===== src/rtl/irq_pending_arbiter.sv =====
// Interrupt pending arbiter: rising-edge capture into sticky pending bits,
// masked highest-index select, valid/ack presentation held until EOI.
// Latency: request to irq_valid is 2 cycles (4 with IRQ_SYNC_EN, which adds
// a 2-flop input synchronizer). Backpressure: irq_valid/irq_id hold until irq_ack.
module irq_pending_arbiter #(
  parameter int N   = 4,
  parameter int IDW = $clog2(N)
) (
  input  logic           clk,
  input  logic           reset,
  input  logic [N-1:0]   irq_in,
  input  logic [N-1:0]   irq_mask,
  input  logic           irq_ack,
  input  logic           irq_eoi,
  output logic           irq_valid,
  output logic [IDW-1:0] irq_id,
  output logic [N-1:0]   pending,
  output logic           busy
);

  typedef enum logic [1:0] {S_IDLE, S_PRESENT, S_SERVICE} state_t;

  state_t         state_q, state_d;
  logic [N-1:0]   irq_d_q, irq_d_d;
  logic [N-1:0]   pending_q, pending_d;
  logic           irq_valid_q, irq_valid_d;
  logic [IDW-1:0] irq_id_q, irq_id_d;
  logic           busy_q, busy_d;

  logic [N-1:0]   edge_src;
  logic [N-1:0]   rise;
  logic [N-1:0]   clr;
  logic [N-1:0]   eligible;
  logic [IDW-1:0] top_idx;

`ifdef IRQ_SYNC_EN
  logic [N-1:0] sync1_q, sync1_d;
  logic [N-1:0] sync2_q, sync2_d;

  // Two-stage synchronizer ahead of edge detection.
  always_comb begin
    sync1_d = irq_in;
    sync2_d = sync1_q;
  end

  // Synchronizer flops clear on reset so a held line still yields one edge.
  always_ff @(posedge clk) begin
    if (reset) begin
      sync1_q <= '0;
      sync2_q <= '0;
    end else begin
      sync1_q <= sync1_d;
      sync2_q <= sync2_d;
    end
  end

  assign edge_src = sync2_q;
`else
  assign edge_src = irq_in;
`endif

  assign rise     = edge_src & ~irq_d_q;
  assign eligible = pending_q & ~irq_mask;

  // Highest set eligible bit wins; later loop iterations override earlier.
  always_comb begin
    top_idx = '0;
    for (int i = 0; i < N; i++) begin
      if (eligible[i]) top_idx = IDW'(i);
    end
  end

  // Clear strobe for the presented line when the consumer accepts it.
  always_comb begin
    clr = '0;
    if (state_q == S_PRESENT && irq_ack) clr[irq_id_q] = 1'b1;
  end

  // Next-state, pending update and registered output values.
  always_comb begin
    state_d     = state_q;
    irq_valid_d = irq_valid_q;
    irq_id_d    = irq_id_q;
    irq_d_d     = edge_src;
    // A new edge in the ack cycle keeps the line pending.
    pending_d   = rise | (pending_q & ~clr);
    case (state_q)
      S_IDLE: begin
        if (eligible != '0) begin
          state_d     = S_PRESENT;
          irq_id_d    = top_idx;
          irq_valid_d = 1'b1;
        end
      end
      S_PRESENT: begin
        if (irq_ack) begin
          state_d     = S_SERVICE;
          irq_valid_d = 1'b0;
        end
      end
      S_SERVICE: begin
        irq_valid_d = 1'b0;
        if (irq_eoi) state_d = S_IDLE;
      end
      default: begin
        state_d     = S_IDLE;
        irq_valid_d = 1'b0;
      end
    endcase
    busy_d = (state_d != S_IDLE);
  end

  // State and output registers; reset aborts any handshake in flight.
  always_ff @(posedge clk) begin
    if (reset) begin
      state_q     <= S_IDLE;
      irq_d_q     <= '0;
      pending_q   <= '0;
      irq_valid_q <= 1'b0;
      irq_id_q    <= '0;
      busy_q      <= 1'b0;
    end else begin
      state_q     <= state_d;
      irq_d_q     <= irq_d_d;
      pending_q   <= pending_d;
      irq_valid_q <= irq_valid_d;
      irq_id_q    <= irq_id_d;
      busy_q      <= busy_d;
    end
  end

  assign irq_valid = irq_valid_q;
  assign irq_id    = irq_id_q;
  assign pending   = pending_q;
  assign busy      = busy_q;

endmodule


===== config.mk =====
export PLATFORM = sky130hd
export DESIGN_NAME = irq_pending_arbiter
export DESIGN_NICKNAME = d
export VERILOG_FILES = /design/src/rtl/irq_pending_arbiter.sv
export SDC_FILE = /design/constraint.sdc
export NUM_CORES = 1
export LEC_CHECK = 0
export ABC_CLOCK_PERIOD_IN_PS = 4000
export BUFFER_PORTS_ARGS = -buffer_cell sky130_fd_sc_hd__buf_4
export CAP_MARGIN = 0
export CORE_AREA = 5 5 42 44
export CTS_BUF_LIST = sky130_fd_sc_hd__clkbuf_4
export DETAILED_ROUTE_END_ITERATION = 6
export DIE_AREA = 0 0 47 49
export PLACE_DENSITY = 0.69
export SETUP_SLACK_MARGIN = 0.5
export SKIP_CTS_REPAIR_TIMING = 1
export SLEW_MARGIN = 20
export SYNTH_ARGS = -nofsm -noshare
export SYNTH_HDL_FRONTEND = slang
export SYNTH_SLANG_ARGS = --single-unit

===== constraint.sdc =====
create_clock -name clk -period 4 [get_ports clk]
set_clock_uncertainty 0.15 [all_clocks]
set_input_delay 0.6 -clock clk [delete_from_list [all_inputs] [get_ports clk]]
set_output_delay 0.6 -clock clk [all_outputs]
set_load 0.02 [all_outputs]

# == After elaboration in Yosys (flattened, before gate mapping) ==
# Cells that the tools add are included.
# totals
regBits,14
# classes
muxes,13
n_bitwise,7
n_lt_le_gt_ge,2
n_eq_ne,4
n_reduce_logical,7
# op_table
operator,n
$and 4x4->4,3
$not 4->4,3
$mux 2,5
$pmux 2 s3,1
$mux 1,4
$mux 4,1
$ne 2x2->1 const B,2
$or 4x4->4,1
$reduce_and 2->1,2
$reduce_bool 4->1,1
$lt 2x3->1 const B,1
$demux 1 s2,1
$eq 2x1->1 const B,1
$eq 2x2->1 const B,1
$ge 2x1->1 const B,1
$logic_and 1x1->1,2
$logic_not 2->1,1
$pmux 1 s2,1
$reduce_bool 2->1,1

# == Longest topological paths before layout ==
# depth
depth_word,8
mapped_depth,4
mapped_depth_nobuf,4

# == Least setup slack after synthesis ==
# Ideal clock, no wire load.
# synth_path
path_type,input -> register
start,input port irq_mask[1]
end,register irq_valid_q (netlist: irq_valid)
setup_time_ns,0.103
path_slack_ns,2.478
arrival_ns,1.269
path_stages,4
n_path_buf,0
required_time_ns,3.747
path_cell_list,nand2b_1 a41oi_2 nor2_1 a2111oi_2
# synth_via
elab_chain_len,5
# synth_rtl
element,line_no,rtl
from (decl),12,"input logic [N-1:0] irq_mask,"
$not 4->4,63,assign eligible = pending_q & ~irq_mask;
$and 4x4->4,63,
$reduce_bool 4->1,89,if (eligible != '0) begin
$ne 2x2->1 (no line),-,
$reduce_and 2->1 (no line),-,
to (signal assigned),126,irq_valid_q <= irq_valid_d;
to (decl),26,"logic irq_valid_q, irq_valid_d;"
# Every way passes these cells.
# A chain may end at the register's enable or synchronous reset.

# == Worst setup path in the final report ==
# layout_path
start,register irq_id_q[0] (netlist: irq_id[0])
end,output port irq_id[0]
# layout_lines
element,line_no,rtl
from (decl),27,"logic [IDW-1:0] irq_id_q, irq_id_d;"
from (signal assigned),127,irq_id_q <= irq_id_d;
to (decl),16,"output logic [IDW-1:0] irq_id,"
# No word-level cell between the ends.

==> summary.md <==
| Metric | Value |
|---|---|
| Measured slew at the worst slew-check pin | `0.275 ns` |
| Die outline area | `roughly 0.0023 sq mm` |
| P_sw | `97.7 uW` |
| Seq pwr share | `51.0%` |
| Worst R2R Start | `state_q[0]$_SDFF_PP0_` |
| Synth warn | `0` |
| Worst Hold Slack | `0.267 ns` |
| Cell area power density | `about 440 mW/mm^2` |
| GRT Total Usage | `approximately an eighth` |
| Fmax achieved | `roughly 610 MHz` |
| Status | `completed` |
| Max Root-Sink Buffers | `2` |
| CTS root buffer | `clkbuf_4` |
| ANT nets after route | `0` |
| Port bufs | `19` |
| Critical path depth | `1` |
| Max-Cap Viols | `0` |
| Min Tclk post-route | `1.63 ns` |
| Layout fillers | `141` |
| Top delay family on crit path | `flip-flops` |
| CP Capture Type | `output port` |
| Pin count of the biggest net entering global routing | `11` |
| Fin Setup TNS | `0 ns` |
| Final setup fails | `0` |
| Clk network pwr share | `25.0%` |
| Synth Net Count | `72` |
| H-tree Lvls | `1` |
| Reg2reg setup slack | `2.54 ns` |
| Synthesized netlist cell count | `60` |
| Core Box Area | `about 0.0014 sq mm` |
| Worst EP required | `approximately 3.3 ns` |
| Share of layout cells above drive strength 1 | `30.5%` |
| Total global routing overflow | `0` |
| Max Slew Vio Count | `0` |
| Die height | `approximately 50 microns` |
| Max_slew headroom | `around four fifths` |
| Area after DPL | `724 sq um` |
| CTS buffer count | `3` |
| Hold Crit Start | `irq_d_q[0]$_SDFF_PP0_` |
| Synth Register Bits | `14` |
| Clock latency on the worst-skew pair | `about 0.27 ns` |
| Starting DRT DRC Count | `4` |
| Int Power | `229 uW` |
| Number of global-route vias before repair | `slightly below 500` |
| CP arrival | `between 0.8 and 0.9 ns` |
| Post-Synthesis Cell Area | `566 sq um` |
| Crit-path cells | `buf_4` |
| Reg2reg end | `pending[0]$_SDFF_PP0_` |
| Chip width | `around 47 microns` |
| Initial core utilization | `about two fifths` |
| Area grow syn2layout | `32.7%` |
| Worst Path Buf+Inv | `1` |
| Most frequent cells in the layout | `buf_4 (19), dfxtp_1 (14), nand2b_1 (6)` |
| VDD IR max | `about 250 uV` |
| Gate power share | `a little under a quarter` |
| RSZ-0062 raised after global routing | `false` |
| Register area share after synthesis | `about half` |
| Period Utilization, post-route | `between 40% and 50%` |
| Sw Ratio | `around 30%` |
| FP Rows | `14` |
| Hold Crit Class | `register to register` |
| Pre-antenna DRT Iters | `2` |
| # DRC | `0` |
| Global placer's final weighted congestion | `between 0.6 and 0.7` |
| Worst-path clk slew | `0.09 ns` |
| Vias per std cell | `around 5` |
| Critical path's slowest cell | `dfxtp_1` |
| Startpoint types | `register` |
| Endpoint, Worst Hold | `pending[0]$_SDFF_PP0_` |
| Yosys cell types | `22` |
| WS Path Type | `register to output port` |
| Post-detail-place hpwl | `1010 microns` |
| Fin. Hold Viols | `0` |
| Initial antenna violation count | `0` |
| First-pass GRT wire length | `approximately 2200 microns` |
| Placed cell count | `between 90 and 100` |
| Diode count | `0` |
| WHS Path Cells | `1` |
| CTS tree | `yes` |
| Num ports | `20` |
| Num Clock Sinks | `14` |
| Fin area | `751 sq um` |
| Most common cell after layout, fill and taps aside | `buf_4` |
| Leakage | `around 0.32 nW` |
| CP max stage delay | `0.42 ns` |
| R2R cell count | `4` |
| Routed len/inst | `about 13 microns` |
| Final net count | `95` |
| Crit Path Max Fanout | `6` |
| Routed wire length | `roughly 1300 microns` |
| Syn avg cell area | `9.43 sq um` |
| Total number of vias | `~480` |
| Final Non-Filler Cells | `just under 100` |
-- cell usage after synthesis --
| cell type | n | area, sq um |
|---|---|---|
| o21ai_0 | 2 | 10.0 |
| nor3b_1 | 1 | 7.51 |
| or2_4 | 1 | 8.76 |
| nor2b_1 | 5 | 31.3 |
| a311oi_1 | 1 | 8.76 |
| a2111oi_2 | 1 | 15.0 |
| nand4_1 | 1 | 6.26 |
| nand2_1 | 4 | 15.0 |
| inv_1 | 5 | 18.8 |
| a32o_1 | 2 | 20.0 |
| a21oi_1 | 4 | 20.0 |
| dfxtp_1 | 14 | 280 |
| and2b_1 | 1 | 7.51 |
| a41oi_2 | 1 | 16.3 |
| a21o_1 | 1 | 7.51 |
| nand4b_1 | 1 | 8.76 |
| nand2b_1 | 6 | 37.5 |
| nor2_1 | 5 | 18.8 |
| o2bb2ai_1 | 1 | 8.76 |
| clkbuf_1 | 1 | 3.75 |
| o311ai_0 | 1 | 8.76 |
| a31oi_1 | 1 | 6.26 |
-- layer usage --
layer  global-route usage (%)  vias up  wire length [microns]
li1                         -      254                      -
met1                     16.0      220                    565
met2                     20.6        8                    640
met3                     3.69        2                     52
met4                     5.53        0                     13
met5                        0        -                      0
-- cells by family (layout without fill, tap and decap cells) --
family / Yosys count / count (layout) / synth area share (%)
simple gates: 25 / 25 / 25.0
compound gates: 15 / 15 / 21.5
flops: 14 / 14 / 49.6
buf+inv: 6 / 28 / 3.98
-- area by class of cell --
cell class	count	area, sq um	share of cell area [%]
tap	16	20.0	2.67
timing repair buffer	19	143	19.0
sequential	14	280	37.3
clock inverter	1	3.75	0.500
clock buffer	3	22.5	3.00
multi-input combinational	40	263	35.0
inverter	5	18.8	2.50
-- sequential cells by signal (all words and copies together) (netlist names) --
register / count
state_q: 2
irq_valid: 1
pending: 4
irq_id: 2
irq_d_q: 4
busy: 1
-- stage by stage --
stage / utilization [%] / setup slack (ns) / power [mW]
6_report: 53.6 / 2.37 / 0.327
5_1_grt: 53.6 / 2.33 / 0.347
4_1_cts: 53.6 / 2.36 / 0.331
3_5_place_dp: 51.7 / 2.28 / 0.249
3_3_place_gp: 51.7 / 2.33 / 0.247
2_1_floorplan: - / 2.48 / 0.216
-- power groups by stage --
| stage | logic [mW] | registers (mW) | clock network (mW) |
|---|---|---|---|
| after floorplan | 0.0353 | 0.180 | 0 |
| after global placement | 0.0777 | 0.170 | 0 |
| after detailed placement | 0.0794 | 0.170 | 0 |
| after CTS | 0.0797 | 0.167 | 0.0839 |
| after global routing | 0.0863 | 0.170 | 0.0906 |
| final | 0.0786 | 0.167 | 0.0816 |
-- worst max-delay path by stage --
stage                                        end              startpoint
after CTS                              irq_id[0]  irq_id[0]$_SDFFE_PP0P_
after global routing                   irq_id[0]  irq_id[0]$_SDFFE_PP0P_
after global placement    irq_valid$_SDFFE_PP0P_             irq_mask[1]
after detailed placement  irq_valid$_SDFFE_PP0P_             irq_mask[1]
after floorplan           irq_valid$_SDFFE_PP0P_             irq_mask[1]
final                                  irq_id[0]  irq_id[0]$_SDFFE_PP0P_
(Power assumes the default switching activity.)
